**config.mk**
```make
export PLATFORM = sky130hd
export DESIGN_NAME = control_unit
export DESIGN_NICKNAME = d
export VERILOG_FILES = /design/src/rtl/cpu_defs.sv /design/src/rtl/control_unit_decode.sv /design/src/rtl/control_unit.sv
export SDC_FILE = /design/constraint.sdc
export NUM_CORES = 1
export LEC_CHECK = 0
export CORE_MARGIN = 5
export CORE_UTILIZATION = 33
export CTS_BUF_LIST = sky130_fd_sc_hd__clkbuf_8
export DETAILED_ROUTE_END_ITERATION = 6
export PLACE_DENSITY = 0.73
export SYNTH_ARGS = -nofsm -noshare
export SYNTH_HDL_FRONTEND = slang
export SYNTH_HIERARCHICAL = 1
export SYNTH_SLANG_ARGS = --single-unit
```
**constraint.sdc**
```tcl
create_clock -name clock -period 3.9 [get_ports clock]
set_clock_uncertainty 0.15 [all_clocks]
set_input_delay 0.78 -clock clock [delete_from_list [all_inputs] [get_ports clock]]
set_output_delay 0.78 -clock clock [all_outputs]
set_load 0.02 [all_outputs]
```
**src/rtl/cpu_defs.sv**
```systemverilog
// Shared CPU definitions: opcodes, ALU operation codes, control-sequencer states
// and the control strobe bundle driven by the sequencer.
package cpu_defs;

    localparam logic [4:0] OP_LD   = 5'b00000;
    localparam logic [4:0] OP_LDI  = 5'b00001;
    localparam logic [4:0] OP_ST   = 5'b00010;
    localparam logic [4:0] OP_ADD  = 5'b00011;
    localparam logic [4:0] OP_SUB  = 5'b00100;
    localparam logic [4:0] OP_AND  = 5'b00101;
    localparam logic [4:0] OP_OR   = 5'b00110;
    localparam logic [4:0] OP_SHR  = 5'b00111;
    localparam logic [4:0] OP_SHL  = 5'b01000;
    localparam logic [4:0] OP_ADDI = 5'b01001;
    localparam logic [4:0] OP_ANDI = 5'b01010;
    localparam logic [4:0] OP_ORI  = 5'b01011;
    localparam logic [4:0] OP_MUL  = 5'b01100;
    localparam logic [4:0] OP_DIV  = 5'b01101;
    localparam logic [4:0] OP_BR   = 5'b01110;
    localparam logic [4:0] OP_JR   = 5'b01111;
    localparam logic [4:0] OP_MFHI = 5'b10000;
    localparam logic [4:0] OP_MFLO = 5'b10001;
    localparam logic [4:0] OP_NOP  = 5'b10010;
    localparam logic [4:0] OP_HALT = 5'b10011;

    // ALU codes coincide with the opcodes of the matching register-register instructions.
    localparam logic [4:0] ALU_NONE = 5'b00000;
    localparam logic [4:0] ALU_ADD  = OP_ADD;
    localparam logic [4:0] ALU_AND  = OP_AND;
    localparam logic [4:0] ALU_OR   = OP_OR;

    typedef enum logic [3:0] {
        ST_RESET  = 4'd0,
        ST_FETCH0 = 4'd1,
        ST_FETCH1 = 4'd2,
        ST_FETCH2 = 4'd3,
        ST_T3     = 4'd4,
        ST_T4     = 4'd5,
        ST_T5     = 4'd6,
        ST_T6     = 4'd7,
        ST_T7     = 4'd8,
        ST_HALT   = 4'd9
    } state_t;

    typedef struct packed {
        logic PCout, Zlowout, Zhighout, MDRout, HIout, LOout, Cout, InPortout;
        logic PCin, incPC, MARin, MDRin, IRin, Yin, Zin, HIin, LOin, ConIn, OutPortin;
        logic Gra, Grb, Grc, Rin, Rout, BAout;
        logic Read, Write;
        logic [4:0] alu;
    } ctrl_t;

    function automatic logic [4:0] norm_op(input logic [4:0] op);
        return (op > OP_HALT) ? OP_NOP : op;
    endfunction

    function automatic state_t final_state(input logic [4:0] op);
        case (op)
            OP_LD, OP_ST:                                   return ST_T7;
            OP_MUL, OP_DIV, OP_BR:                          return ST_T6;
            OP_LDI, OP_ADD, OP_SUB, OP_AND, OP_OR, OP_SHR,
            OP_SHL, OP_ADDI, OP_ANDI, OP_ORI:               return ST_T5;
            default:                                        return ST_T3;
        endcase
    endfunction

    function automatic logic [4:0] imm_alu(input logic [4:0] op);
        case (op)
            OP_ANDI: return ALU_AND;
            OP_ORI:  return ALU_OR;
            default: return ALU_ADD;
        endcase
    endfunction

endpackage

```
**src/rtl/control_unit_decode.sv**
```systemverilog
// Combinational strobe decode: current sequencer state plus normalised opcode
// (and the branch condition in br T6) map to the full control bundle.
module ctrl_decode
    import cpu_defs::*;
(
    input  state_t     state,
    input  logic [4:0] op,
    input  logic       con_ff,
    output ctrl_t      ctrl
);

    always_comb begin
        ctrl = '0;
        case (state)
            ST_FETCH0: begin ctrl.PCout = 1'b1; ctrl.MARin = 1'b1; ctrl.incPC = 1'b1; end
            ST_FETCH1: begin ctrl.Read = 1'b1; ctrl.MDRin = 1'b1; end
            ST_FETCH2: begin ctrl.MDRout = 1'b1; ctrl.IRin = 1'b1; end
            ST_T3, ST_T4, ST_T5, ST_T6, ST_T7: begin
                case (op)
                    OP_LD, OP_LDI, OP_ST: begin
                        case (state)
                            ST_T3: begin ctrl.Grb = 1'b1; ctrl.BAout = 1'b1; ctrl.Yin = 1'b1; end
                            ST_T4: begin ctrl.Cout = 1'b1; ctrl.Zin = 1'b1; ctrl.alu = ALU_ADD; end
                            ST_T5: begin
                                ctrl.Zlowout = 1'b1;
                                if (op == OP_LDI) begin ctrl.Gra = 1'b1; ctrl.Rin = 1'b1; end
                                else ctrl.MARin = 1'b1;
                            end
                            ST_T6: begin
                                ctrl.MDRin = 1'b1;
                                if (op == OP_ST) begin ctrl.Gra = 1'b1; ctrl.Rout = 1'b1; end
                                else ctrl.Read = 1'b1;
                            end
                            ST_T7: begin
                                if (op == OP_ST) ctrl.Write = 1'b1;
                                else begin ctrl.MDRout = 1'b1; ctrl.Gra = 1'b1; ctrl.Rin = 1'b1; end
                            end
                            default: ;
                        endcase
                    end
                    OP_ADD, OP_SUB, OP_AND, OP_OR, OP_SHR, OP_SHL,
                    OP_ADDI, OP_ANDI, OP_ORI: begin
                        case (state)
                            ST_T3: begin ctrl.Grb = 1'b1; ctrl.Rout = 1'b1; ctrl.Yin = 1'b1; end
                            ST_T4: begin
                                ctrl.Zin = 1'b1;
                                if (op >= OP_ADDI) begin ctrl.Cout = 1'b1; ctrl.alu = imm_alu(op); end
                                else begin ctrl.Grc = 1'b1; ctrl.Rout = 1'b1; ctrl.alu = op; end
                            end
                            ST_T5: begin ctrl.Zlowout = 1'b1; ctrl.Gra = 1'b1; ctrl.Rin = 1'b1; end
                            default: ;
                        endcase
                    end
                    OP_MUL, OP_DIV: begin
                        case (state)
                            ST_T3: begin ctrl.Gra = 1'b1; ctrl.Rout = 1'b1; ctrl.Yin = 1'b1; end
                            ST_T4: begin ctrl.Grb = 1'b1; ctrl.Rout = 1'b1; ctrl.Zin = 1'b1; ctrl.alu = op; end
                            ST_T5: begin ctrl.Zlowout = 1'b1; ctrl.LOin = 1'b1; end
                            ST_T6: begin ctrl.Zhighout = 1'b1; ctrl.HIin = 1'b1; end
                            default: ;
                        endcase
                    end
                    OP_BR: begin
                        case (state)
                            ST_T3: begin ctrl.Gra = 1'b1; ctrl.Rout = 1'b1; ctrl.ConIn = 1'b1; end
                            ST_T4: begin ctrl.PCout = 1'b1; ctrl.Yin = 1'b1; end
                            ST_T5: begin ctrl.Cout = 1'b1; ctrl.Zin = 1'b1; ctrl.alu = ALU_ADD; end
                            ST_T6: begin ctrl.Zlowout = con_ff; ctrl.PCin = con_ff; end
                            default: ;
                        endcase
                    end
                    OP_JR:   if (state == ST_T3) begin ctrl.Gra = 1'b1; ctrl.Rout = 1'b1; ctrl.PCin = 1'b1; end
                    OP_MFHI: if (state == ST_T3) begin ctrl.HIout = 1'b1; ctrl.Gra = 1'b1; ctrl.Rin = 1'b1; end
                    OP_MFLO: if (state == ST_T3) begin ctrl.LOout = 1'b1; ctrl.Gra = 1'b1; ctrl.Rin = 1'b1; end
                    default: ;
                endcase
            end
            default: ;
        endcase
    end

endmodule

```
**src/rtl/control_unit.sv**
```systemverilog
// Hardwired control sequencer: fetch, opcode-specific execute, optional halt at
// the instruction boundary. The current state is exported for observation.
module control_unit
    import cpu_defs::*;
(
    input  logic        clock,
    input  logic        clear,
    input  logic [31:0] ir,
    input  logic        con_ff,
    input  logic        stop,
    output logic        PCout, Zlowout, Zhighout, MDRout, HIout, LOout, Cout, InPortout,
    output logic        PCin, incPC, MARin, MDRin, IRin, Yin, Zin, HIin, LOin, ConIn, OutPortin,
    output logic        Gra, Grb, Grc, Rin, Rout, BAout,
    output logic        Read, Write,
    output logic [4:0]  aluControl,
    output logic        run,
    output state_t      state
);

    logic [4:0] op;
    logic       unused_ir;
    ctrl_t      ctrl;

    assign op        = norm_op(ir[31:27]);
    assign unused_ir = ^ir[26:0];

    always_ff @(posedge clock or negedge clear) begin
        if (!clear) begin
            state <= ST_RESET;
        end else begin
            case (state)
                ST_RESET:  state <= ST_FETCH0;
                ST_FETCH0: state <= ST_FETCH1;
                ST_FETCH1: state <= ST_FETCH2;
                ST_FETCH2: state <= ST_T3;
                ST_HALT:   state <= ST_HALT;
                default: begin
                    if (op == OP_HALT)
                        state <= ST_HALT;
                    else if (state == final_state(op))
                        state <= stop ? ST_HALT : ST_FETCH0;
                    else
                        state <= state_t'(state + 4'd1);
                end
            endcase
        end
    end

    ctrl_decode u_decode (
        .state  (state),
        .op     (op),
        .con_ff (con_ff),
        .ctrl   (ctrl)
    );

    assign run = (state != ST_RESET) && (state != ST_HALT);

    assign PCout      = ctrl.PCout;
    assign Zlowout    = ctrl.Zlowout;
    assign Zhighout   = ctrl.Zhighout;
    assign MDRout     = ctrl.MDRout;
    assign HIout      = ctrl.HIout;
    assign LOout      = ctrl.LOout;
    assign Cout       = ctrl.Cout;
    assign InPortout  = ctrl.InPortout;
    assign PCin       = ctrl.PCin;
    assign incPC      = ctrl.incPC;
    assign MARin      = ctrl.MARin;
    assign MDRin      = ctrl.MDRin;
    assign IRin       = ctrl.IRin;
    assign Yin        = ctrl.Yin;
    assign Zin        = ctrl.Zin;
    assign HIin       = ctrl.HIin;
    assign LOin       = ctrl.LOin;
    assign ConIn      = ctrl.ConIn;
    assign OutPortin  = ctrl.OutPortin;
    assign Gra        = ctrl.Gra;
    assign Grb        = ctrl.Grb;
    assign Grc        = ctrl.Grc;
    assign Rin        = ctrl.Rin;
    assign Rout       = ctrl.Rout;
    assign BAout      = ctrl.BAout;
    assign Read       = ctrl.Read;
    assign Write      = ctrl.Write;
    assign aluControl = ctrl.alu;

endmodule
```
* After elaboration in Yosys (flattened, before gate mapping)
Memory sizes are Yosys's and may differ from the RTL's.
Index checks and enable logic that the tools add are counted.
** Word-level totals
- Flip-flop bits (word level) :: 4
- ROM bits :: 64
- Output and inout port bits :: 37
- Logic and storage cells :: 117
- Memories :: 1
** Operators by class
- $add $sub $neg :: 1
- Order comparisons :: 2
- Eq/ne operators :: 29
- Multiplexer cells :: 68
- Reduce and logical (&&, ||, !) cells :: 15
** Memories
- (name not given) :: words 16, width 4, rd ports 1, clocked after memory_dff 0, write ports 0, line cpu_defs.sv:58 : case (op)
** Operators with widths (count)
- 5-bit by 4-bit == test with 1-bit output, second input constant :: 8
- 1-bit 2-to-1 mux :: 29
- 5-bit 2-to-1 mux :: 5
- 4-bit 2-to-1 mux :: 6
- 5-bit by 3-bit == test with 1-bit output, second input constant :: 4
- 1-bit one-hot mux with 2 select lines :: 10
- 4-bit one-hot mux with 5 select lines :: 1
- 5-bit one-hot mux with 4 select lines :: 1
- 4-bit by 3-bit == test with 1-bit output, second input constant :: 4
- 5-bit == test, second input constant :: 3
- 14-bit OR reduction :: 1
- 6-bit 2-to-1 mux :: 2
- 1-bit one-hot mux with 3 select lines :: 4
- 12-bit OR reduction :: 1
- 5-bit by 2-bit == test with 1-bit output, second input constant :: 2
- 2-bit 2-to-1 mux :: 5
- 5-bit OR reduction :: 2
- 9-bit OR reduction :: 1
- 4-bit by 2-bit == test with 1-bit output, second input constant :: 2
- 4-bit == test, second input constant :: 2
- 2-bit OR reduction :: 4
- 3-bit 2-to-1 mux :: 2
- 3-bit one-hot mux with 2 select lines :: 1
- 6-bit OR reduction :: 1
- other kinds (14) :: 14

* Logic depth before layout (Yosys ltp)
Gate-level depths: netlist (run 1).
An unclocked memory read counts as a cell.
- Depth in word-level cells :: 10
- Mapped depth :: 7
- Gate-level depth less buffers :: 7

* Hierarchy
The synthesis (run 1) kept the hierarchy.
** Modules (own cells, without submodules)
- ctrl_decode :: times used 1, cells an instance 114, area each 651.9 um^2
- control_unit :: times used 1, cells an instance 61, area each 511.7 um^2

* Least setup slack after synthesis (run 1)
OpenSTA, ideal clock, no wires.
- Kind :: input -> output
- Start point :: input port ir[30]
- End point :: output port Zhighout
- Arrival time :: 2.736 ns
- Data required time :: 2.970 ns
- Slack :: 0.234 ns
- Stages :: 6
- Path buffers :: 3
- Path through :: or2_2 > a21o_1 > clkbuf_1 > buf_1 > nor4_1 > buf_4
** Between the ends
- Cells in the longest elaborated chain, start to end :: 6
** RTL lines
- start, declared :: line control_unit.sv:8 : input logic [31:0] ir,
- 5-bit > comparator (*) :: line cpu_defs.sv:54 : return (op > OP_HALT) ? OP_NOP : op;
- 5-bit 2-to-1 mux (*) :: line cpu_defs.sv:54
- via op[1] :: line control_unit.sv:20 : logic [4:0] op;
- 5-bit by 4-bit == test with 1-bit output :: line control_unit_decode.sv:19 : case (op)
- 2-bit OR reduction (*) :: line control_unit_decode.sv:19
- 1-bit 2-to-1 mux (*) :: line control_unit_decode.sv:19
- 2-bit 2-to-1 mux (*) :: line control_unit_decode.sv:14 : case (state)
- end, declared :: line control_unit.sv:11 : output logic PCout, Zlowout, Zhighout, MDRout, HIout, LOout, Cout, InPortout,
The timed path passes the listed nets; every way through them passes the cells marked *.

* Worst setup path after layout (run 1)
- Start point :: input port ir[30]
- End point :: output port aluControl[1]
** Between the ends
- Cells in the longest elaborated chain, start to end :: 8
** RTL lines
- 5-bit > comparator (*) :: line cpu_defs.sv:54
- 5-bit 2-to-1 mux (*) :: line cpu_defs.sv:54
- via op[1] :: line control_unit.sv:20
- parallel branches: the longest is 4 deep, another holds 5-bit by 4-bit >= comparator with 1-bit output
- 5-bit one-hot mux with 4 select lines (*) :: line control_unit_decode.sv:19
- 6-bit 2-to-1 mux (*) :: line control_unit_decode.sv:14
- end, declared :: line control_unit.sv:15 : output logic [4:0] aluControl,
Mark *: on every way through the listed nets, which the timed path passes.

==> summary.txt, run 1 <==
Power and ir drop
  – Switching part of the total: 52.0%
  – Power Total: 975 µW
  – Leakage: 0.848 nW
  – Part of the power in registers: 9.7%
  – Combinational Power Share: 81.6%
  – Int Pwr: 468 µW
  – Pwr dens: 529 nW/µm²
  – Worst vdd rail ir drop: 482 µV
  – Clock Power Share: 8.7%
  – Net switching power: 507 µW

Clock network
  – Max clock buf depth: 2
  – CTS H-tree lvls: 1
  – CTS sink count: 4
  – Clock Tree Root: clkbuf_8
  – Num CTS Buffers: 3
  – TritonCTS clock tree: yes
  – # hold bufs at CTS: 0
  – Reg clk slew, reported paths: 0.03 ns
  – Skew-Pair Late Insertion Delay: 0.21 ns
  – Post-CTS Setup Bufs: 0

Setup path
  – Data arrival, critical path: 2.86 ns
  – Critical-path top delay cell: clkdlybuf4s50_1
  – Crit path max fanout: 4
  – Crit Path Class: primary input to output port
  – Delay of the slowest critical-path stage: 0.42 ns
  – CP Capture Type: output port
  – WP data required: 2.97 ns
  – Crit path cell chain: clkdlybuf4s50_1, or2_2, a21o_1, a211o_1, nor3_1, o21ai_0, buf_4, o31ai_1, dlygate4sd2_1
  – Critical path startpoint category: primary input

Die
  – Die height: 69.4 µm
  – Site row count: 21
  – Die X: 69.4 µm
  – Initial core utilization: 34.6%
  – Die ar.: 4810 µm²
  – Core ar.: 3360 µm²
  – I/O pin count: 73

Timing
  – Final-report hold violation count: 0
  – Max Slew Vio Count: 0
  – Maximum clock frequency: 264 MHz
  – RSZ-0062 raised after global routing: no
  – Final hold slack: 0.573 ns
  – Setup violators final: 0
  – Tcrit/Tclk final: 97.2%
  – Tmin final: 3.79 ns

Synth
  – Post-synth EDFFs: 0
  – Post-Syn Area: 1160 µm²
  – Most area-consuming cells after synthesis: dfrtp_1, nor2_1, a21oi_1
  – Cell taking the most area after synthesis: dfrtp_1
  – Sequential share of the synthesized area: 8.60%
  – Mapped Avg Cell Area: 6.65 µm²
  – Unique masters post-synth: 56
  – Top_reg_cell synth: dfrtp_1
  – Post-synth ARST share: 100%
  – Synth top area share: 8.60%
  – Synth Instances: 175
  – Synth warn: 6
  – Yosys reg bits: 4

Placed design
  – Post-DP HPWL: 3.22 mm
  – Dpl cells: 281
  – Port buffer count: 42
  – GPL Wtd Cong: 0.844

Finish
  – NumNets Final: 280
  – Final core occ: 54.8%
  – Max reg flops: 4
  – Syn-to-layout area delta: 58.3%
  – Top Registers: state x4
  – Share of cells above drive strength 1: 23.9%
  – Antenna diodes: 0
  – Register with the most flip-flops: state
  – Finished Layout Cells: 284

Global route
  – Largest net degree at the start of global routing: 22
  – Initial antenna violation count: 0
  – Congestion Overflow GR: 0
  – Met3 Use GR: 3.33%
  – GR peak layer: met2
  – First-pass GRT wire length: 6.98 mm
  – Vias in the first global route: 1,585
  – M1 GR Usage: 20.8%
  – Gr usage total: 16.6%
  – Met2 Use GR: 29.2%

Detailed routing
  – Detail-routed via count per cell: 5.41
  – Final wirelength: 3.98 mm
  – WL/cell: 14.0 µm
  – Antenna-violating nets left: 0
  – DRT Pass-1 Iters: 4
  – Post-route DRC violation count: 0
  – Vias: 1,537
  – 1st-iter DRT viols: 157

Flow run
  – Max-cap violations: 0

Outcome
  – Status: completed

Worst hold path
  – Hold Path Class: register to register
==> area by class of cell <==
| type | count | area (µm²) |
|---|---|---|
| clock buffers | 3 | 41.3 |
| fillers | 377 | 1520 |
| inverters | 8 | 30.0 |
| multi-input cells | 147 | 972 |
| flip-flops and latches | 4 | 100 |
| well taps | 46 | 57.6 |
| repair buffers | 76 | 641 |
==> cells in the mapped netlist, types with 2 or more instances <==
master    count
or2_2         3
ha_1          4
or4_1         2
o22ai_1       2
nand3b_1      2
a31oi_1       2
nand2b_1      7
a311o_1       2
nor4_1        6
nor3b_1       2
inv_1         8
mux2i_1       2
a21o_1        3
nor3_1        8
o21ai_0       3
buf_4         4
nor2_1       20
nand3_1       4
nand2_1      13
a21oi_1      11
clkbuf_1     12
o211ai_1      3
nor2b_1       8
nand4_1       4
o31ai_1       2
xnor2_1       2
dfrtp_1       4
a211o_1       2
a211oi_1      3
==> per-stage QoR <==
stage	setup TNS [ns]	setup slack, ns	instance area [µm²]
3_3_place_gp	-3.26	-0.365	1820
6_report	0	0.109	1840
4_1_cts	0	0.0286	1840
3_5_place_dp	-3.87	-0.419	1820
5_1_grt	0	0.00107	1840
2_1_floorplan	0	0.234	1170
==> placed cells by master, fill, tap and decap left out, types with 6 or more instances in the layout <==
master and instances:
nor3_1 8, nor2_1 20, nand2_1 13, inv_1 8
buf_4 34, dlygate4sd2_1 16, a21oi_1 11, nor2b_1 6
clkdlybuf4s50_1 18, nor4_1 6, nand2b_1 7
==> kinds of logic after synthesis <==
family                     share of synthesized area (%)
xor gates and xnor gates                            1.51
AOI/OAI and AO/OA                                   29.8
adders and majority gates                           4.30
other                                              0.322
and+or+nand+nor                                     43.0
buffers and inverters                               9.78
DFF                                                 8.60
muxes                                               2.69
==> final timing paths <==
check / start / slack (ns) / endpoint / cells past startpoint
setup / recovery: ir[30] / 0.11 / aluControl[1] / 9
hold / removal: state[3]$_DFF_PN0_ / 0.57 / state[2]$_DFF_PN0_ / 2
setup reg to reg: state[1]$_DFF_PN0_ / 1.60 / state[3]$_DFF_PN0_ / 8
hold reg to reg: state[3]$_DFF_PN0_ / 0.57 / state[2]$_DFF_PN0_ / 2
max in group asynchronous: clear / 2.82 / state[2]$_DFF_PN0_ / 1
min in group asynchronous: clear / 0.62 / state[0]$_DFF_PN0_ / 1
==> critical path, delay by kind of cell <==
family                 cells  cell delay, ns
AO/OA/AOI/OAI              4            0.70
AND/OR/NAND/NOR            2            0.44
buffers and inverters      3            0.94
==> layer usage <==
| metal | vias to the layer above | routed length [µm] |
|---|---|---|
| met1 | 724 | 1820 |
| met3 | 0 | 222 |
| met2 | 48 | 1950 |
| met4 | 0 | 0 |
| li1 | 765 | - |
| met5 | - | 0 |
==> power by group through the flow <==
stage / combinational (mW) / clock, mW / sequential, mW
2_1_floorplan: 0.485 / 0 / 0.133
3_3_place_gp: 0.796 / 0 / 0.0923
3_5_place_dp: 0.804 / 0 / 0.0939
4_1_cts: 0.794 / 0.0885 / 0.0940
5_1_grt: 0.868 / 0.0905 / 0.102
6_report: 0.796 / 0.0852 / 0.0943
==> timing repair <==
action	4_1_cts	5_1_grt
gates resized for setup	25	15
hold endpoints to repair	0	0
setup endpoints to repair	25	12
pin swaps	0	0
Power figures use the tool's default switching activity.
==> inputs of run 2 (changes only) <==
Settings changed: CORE_MARGIN 5 to 2, PLACE_DENSITY 0.73 to 0.77, SYNTH_HIERARCHICAL 1 to unset, TNS_END_PERCENT set to 10.
==> run 2 against run 1 <==
  * Synthesized cell count shrank 13%
  * Hold slack gained 0.048 ns
  * Sequential share of layout area grew 0.94 points
  * Fmax shrank 0.22%
  * Final cell count shrank 16%
  * Via count shrank 14%
  * Sequential power shrank 56%
  * Clock power shrank 1%
  * Global-route usage grew 1.4 points
  * Largest power group is now clock
  * Highest routed layer is now met4
==> summary.txt, run 2 <==
Outcome
  – Status: completed

Power and ir drop
  – Combinational Power Share: 30.2%
  – Worst vdd rail ir drop: 174 µV
  – Net switching power: 50.0 µW
  – Clock Power Share: 46.6%
  – Switching part of the total: 27.7%
  – Leakage: 0.590 nW
  – Part of the power in registers: 23.2%
  – Pwr dens: 115 nW/µm²
  – Int Pwr: 130 µW

Die
  – Initial core utilization: 34.3%
  – Die ar.: 3620 µm²
  – Core ar.: 3030 µm²
  – Die X: 60.1 µm
  – Site row count: 20
  – I/O pin count: 73
  – Die height: 60.1 µm

Finish
  – Storage cell area: 100 µm²
  – Share of cells above drive strength 1: 14.4%
  – Top Registers: state x4
  – Commonest cells after routing, fill and taps aside: clkdlybuf4s50_1, nor2_1, nand2_1
  – Most common cell after layout, fill and taps aside: clkdlybuf4s50_1
  – Register with the most flip-flops: state
  – NumNets Final: 237
  – Area occupied by multi-input gates: 817 µm²
  – Fill cell count: 302
  – Syn-to-layout area delta: 51.0%
  – Max reg flops: 4
  – Antenna diodes: 0

Timing
  – Tcrit/Tclk final: 97.4%
  – Setup_tns: 0 ns
  – RSZ-0062 raised after global routing: no
  – Setup WS post-layout: 0.101 ns
  – Setup violators final: 0
  – Final-report hold violation count: 0
  – Max Slew Vio Count: 0
  – Tmin final: 3.80 ns
  – Final hold slack: 0.621 ns
  – Maximum clock frequency: 263 MHz

Synth
  – Most area-consuming cells after synthesis: dfrtp_1, nor2_1, nand2_1
  – Most numerous cell in the Yosys netlist: nor2_1
  – Synth Instances: 153
  – Post-Syn Area: 1040 µm²
  – Post-synth EDFFs: 0
  – Synth top area share: 9.63%
  – Top_reg_cell synth: dfrtp_1
  – Post-synth ARST share: 100%
  – Sequential share of the synthesized area: 9.63%
  – Cell taking the most area after synthesis: dfrtp_1
  – Unique masters post-synth: 52
  – Post-synth top cells: nor2_1, nand2_1, o21ai_0
  – Yosys reg bits: 4
  – Synth warn: 0
  – Mapped Avg Cell Area: 6.80 µm²

Worst hold path
  – Hold Path Class: primary input to async pin

Clock network
  – Num CTS Buffers: 3
  – CTS sink count: 4
  – Clock Tree Root: clkbuf_8
  – # hold bufs at CTS: 0
  – Max clock buf depth: 2
  – Skew-Pair Late Insertion Delay: 0.21 ns
  – Reg clk slew, reported paths: 0.03 ns
  – TritonCTS clock tree: yes
  – CTS H-tree lvls: 1

Detailed routing
  – Post-route DRC violation count: 0
  – Detail-routed via count per cell: 5.56
  – WL/cell: 13.5 µm
  – 1st-iter DRT viols: 64
  – DRT Pass-1 Iters: 4
  – Antenna-violating nets left: 0
  – Final wirelength: 3.22 mm
  – Vias: 1,328

Placed design
  – GPL Wtd Cong: 0.925
  – Dpl ws: 0.131 ns
  – Port buffer count: 42
  – Post-DP HPWL: 2.50 mm

Flow run
  – Max-cap violations: 0

Setup path
  – Data arrival, critical path: 2.87 ns
  – Crit Path Class: primary input to output port
  – Critical path startpoint category: primary input
  – WP data required: 2.97 ns
  – Crit path max fanout: 10
  – CP Capture Type: output port

Global route
  – Largest net degree at the start of global routing: 18
  – Initial antenna violation count: 0
  – Gr usage total: 18.1%
  – First-pass GRT wire length: 5.11 mm
  – Congestion Overflow GR: 0
  – Vias in the first global route: 1,142
==> run 2: changes by cell type after synthesis, sizes merged, moves of 3 or more <==
cell    change
nor4        -3
a211oi      -3
nand2b      -4
buf         +6
clkbuf      -6
nor2b       -4
a21oi       -5
o21ai       +5
a21o        -3
nor3        -3
==> run 2: worst paths after layout <==
kind	from	cells past startpoint	to	slack, ns
worst max-delay path	ir[27]	7	Rin	0.10
worst min-delay path	clear	1	state[3]$_DFF_PN0_	0.62
worst max register to register	state[1]$_DFF_PN0_	7	state[3]$_DFF_PN0_	1.78
worst min register to register	state[0]$_DFF_PN0_	3	state[0]$_DFF_PN0_	0.65
max in group asynchronous	clear	1	state[0]$_DFF_PN0_	2.81
min in group clock	state[0]$_DFF_PN0_	3	state[0]$_DFF_PN0_	0.65
==> run 2: layout make-up <==
cell class / count / area share [%]
multi-input combinational: 126 / 52.0
tap: 44 / 3.51
clock buffer: 3 / 2.63
inverter: 7 / 1.67
timing repair buffer: 55 / 33.8
sequential: 4 / 6.37
==> run 2: timing repair <==
item	in CTS	in global routing
resized for setup	0	1
setup buffers	0	0
endpoints found under the setup margin	0	2
==> run 2: metal layers <==
metal	track usage, %	part of all wire, %	up-vias
met3	0.866	4.9	4
met4	6.67	0.37	0
li1	-	-	631
met5	0	0	-
met1	24.5	45	638
met2	30.0	50	55
==> run 2: through the flow <==
| stage | std cells | cell area (µm²) | total power [mW] | util (%) |
|---|---|---|---|---|
| floorplan | 155 | 1050 | 0.0759 | - |
| global placement | 236 | 1530 | 0.0949 | 50.4 |
| detailed placement | 236 | 1530 | 0.0955 | 50.4 |
| CTS | 239 | 1570 | 0.183 | 51.8 |
| global route | 239 | 1570 | 0.193 | 51.9 |
| finish | 239 | 1570 | 0.180 | 51.9 |
==> run 2: cell families after synthesis <==
group,after synthesis,synth area share (%)
and+or+nand+nor,72,39.6
AOI/OAI and AO/OA,41,27.3
buffers and inverters,25,12.8
adders and majority gates,4,4.81
muxes,4,3.85
DFF,4,9.63
xor gates and xnor gates,2,1.69
other,1,0.361
==> run 2: power by group through the flow <==
stage / Sequential [mW] / Combinational, mW / Clock, mW
after detailed placement: 0.0423 / 0.0533 / 0
after CTS: 0.0418 / 0.0535 / 0.0873
after floorplan: 0.0423 / 0.0337 / 0
after global routing: 0.0418 / 0.0588 / 0.0923
final: 0.0418 / 0.0544 / 0.0842
after global placement: 0.0423 / 0.0526 / 0
==> run 2: critical path: stages <==
cell and delay, ns:
clkdlybuf4s50_1 0.76, and2_1 0.22, nor2_1 0.04, nor2_1 0.19, a2bb2oi_1 0.13, o21ai_0 0.11
clkdlybuf4s50_1 0.63
==> inputs of run 3 (changes only) <==
Clock period 3.9 ns to 3.5 ns, I/O delays scaled along.
==> run 3 against run 2 <==
  * Clock power grew 12%
  * Setup slack lost 0.0071 ns
  * Die area is the same
  * Sequential share of layout area shrank 0.54 points
  * Core utilization grew 4.8 points
  * Critical endpoint is now BAout
  * Largest power group unchanged
==> summary.txt, run 3 (synthesized netlist as in run 2, its figures left out) <==
Outcome
  – Status: completed

Setup path
  – Crit path cell chain: clkdlybuf4s50_1, or3_1, buf_4, nor3_1, clkdlybuf4s50_1
  – Crit path max fanout: 5
  – Critical path startpoint category: primary input
  – WP data required: 2.65 ns
  – Critical-path top delay cell: clkdlybuf4s50_1
  – Top cell by count, worst path: clkdlybuf4s50_1
  – Crit Path Class: primary input to output port
  – CP Capture Type: output port
  – Data arrival, critical path: 2.56 ns
  – Delay of the slowest critical-path stage: 0.63 ns

Flow run
  – Max-cap violations: 0

Detailed routing
  – Post-route DRC violation count: 0
  – Antenna-violating nets left: 0
  – DRT Pass-1 Iters: 4
  – Final wirelength: 3.30 mm
  – WL/cell: 12.7 µm
  – 1st-iter DRT viols: 55
  – Detail-routed via count per cell: 5.17
  – Vias: 1,340

Power and ir drop
  – Pwr dens: 122 nW/µm²
  – Leakage: 0.801 nW
  – Switching part of the total: 27.4%
  – Net switching power: 57.5 µW
  – Clock Power Share: 44.8%
  – Combinational Power Share: 33.0%
  – Worst vdd rail ir drop: 189 µV
  – Int Pwr: 152 µW
  – Part of the power in registers: 22.2%

Global route
  – Initial antenna violation count: 0
  – Gr usage total: 18.9%
  – Vias in the first global route: 1,226
  – Congestion Overflow GR: 0
  – First-pass GRT wire length: 5.36 mm
  – Largest net degree at the start of global routing: 13

Timing
  – Maximum clock frequency: 294 MHz
  – Tmin final: 3.41 ns
  – RSZ-0062 raised after global routing: no
  – Setup violators final: 0
  – Tcrit/Tclk final: 97.3%
  – Setup_tns: 0 ns
  – Max Slew Vio Count: 0
  – Final-report hold violation count: 0

Clock network
  – # hold bufs at CTS: 0
  – Max clock buf depth: 2
  – Reg clk slew, reported paths: 0.03 ns
  – CTS H-tree lvls: 1
  – Num CTS Buffers: 3
  – Clock Tree Root: clkbuf_8
  – TritonCTS clock tree: yes
  – CTS sink count: 4
  – Post-CTS Setup Bufs: 0
  – Skew-Pair Late Insertion Delay: 0.21 ns

Finish
  – Antenna diodes: 0
  – Commonest cells after routing, fill and taps aside: buf_4, clkdlybuf4s50_1, nor2_1
  – Post-route cell area: 1720 µm²
  – Most common cell after layout, fill and taps aside: buf_4
  – Syn-to-layout area delta: 65.0%
  – Share of cells above drive strength 1: 22.3%
  – Final core occ: 56.7%
  – Register with the most flip-flops: state
  – Max reg flops: 4
  – Fill cell count: 280
  – Top Registers: state x4
  – NumNets Final: 257

Die
  – Die ar.: 3620 µm²
  – Site row count: 20
  – Die X: 60.1 µm
  – I/O pin count: 73
  – Core ar.: 3030 µm²
  – Initial core utilization: 34.3%
  – Die height: 60.1 µm

Placed design
  – GPL Wtd Cong: 0.878
  – Area after DPL: 1660 µm²
  – Port buffer count: 42
  – Post-DP HPWL: 2.64 mm

Worst hold path
  – Hold Path Class: primary input to async pin
==> run 3: cell types whose count changed in the layout (fill, tap and decap cells not counted) <==
cell | previous run | this run
buf_12 | 1 | 0
buf_4 | 12 | 33
clkdlybuf4s50_1 | 42 | 30
dlygate4sd2_1 | 0 | 6
dlymetal6s2s_1 | 0 | 6
==> run 3: power groups by stage <==
stage               registers (mW)  clock network [mW]  logic, mW
floorplan                   0.0471                   0     0.0375
global placement            0.0471                   0     0.0679
detailed placement          0.0471                   0     0.0686
CTS                         0.0466              0.0978     0.0688
global route                0.0465               0.103     0.0751
finish                      0.0466              0.0940     0.0693
==> run 3: final timing paths <==
path	start	end	slack, ns	cells past startpoint
max	ir[30]	BAout	0.09	5
min	clear	state[3]$_DFF_PN0_	0.54	1
max reg2reg	state[0]$_DFF_PN0_	state[3]$_DFF_PN0_	1.38	8
max in group asynchronous	clear	state[0]$_DFF_PN0_	2.49	1
min reg2reg	state[1]$_DFF_PN0_	state[1]$_DFF_PN0_	0.63	3
min in group clock	state[1]$_DFF_PN0_	state[1]$_DFF_PN0_	0.63	3
==> run 3: area by class of cell <==
type	instances	area, µm²	share of cell area, %
multi-input combinational	126	817	47.6
timing repair buffer	75	676	39.4
tap	44	55.1	3.21
inverter	7	26.3	1.53
sequential	4	100	5.84
clock buffer	3	41.3	2.41
==> run 3: worst max-delay path, delay by kind of cell <==
kind	cells	cell delay, ns
AND/OR/NAND/NOR	2	0.60
buffers and inverters	3	1.26
==> run 3: per-stage QoR <==
step                      hold slack [ns]  std cells  power [mW]  setup WS, ns
after floorplan                     0.254        155      0.0846         0.515
after global placement              0.625        256       0.115        -0.110
after detailed placement            0.643        256       0.116       -0.0907
after CTS                           0.542        259       0.213       -0.0290
after global routing                0.545        259       0.224       0.00375
final                               0.541        259       0.210        0.0938
==> run 3: metal layers <==
layer	vias to the layer above	track usage [%]	share of wire [%]
met4	0	5.08	0.48
met2	44	33.5	49
met5	-	0	0
met3	2	1.30	4.5
li1	677	-	-
met1	617	24.3	46
==> run 3: repair_timing <==
action	4_1_cts	5_1_grt
hold endpoints to repair	0	0
setup endpoints to repair	18	20
resized for setup	7	6
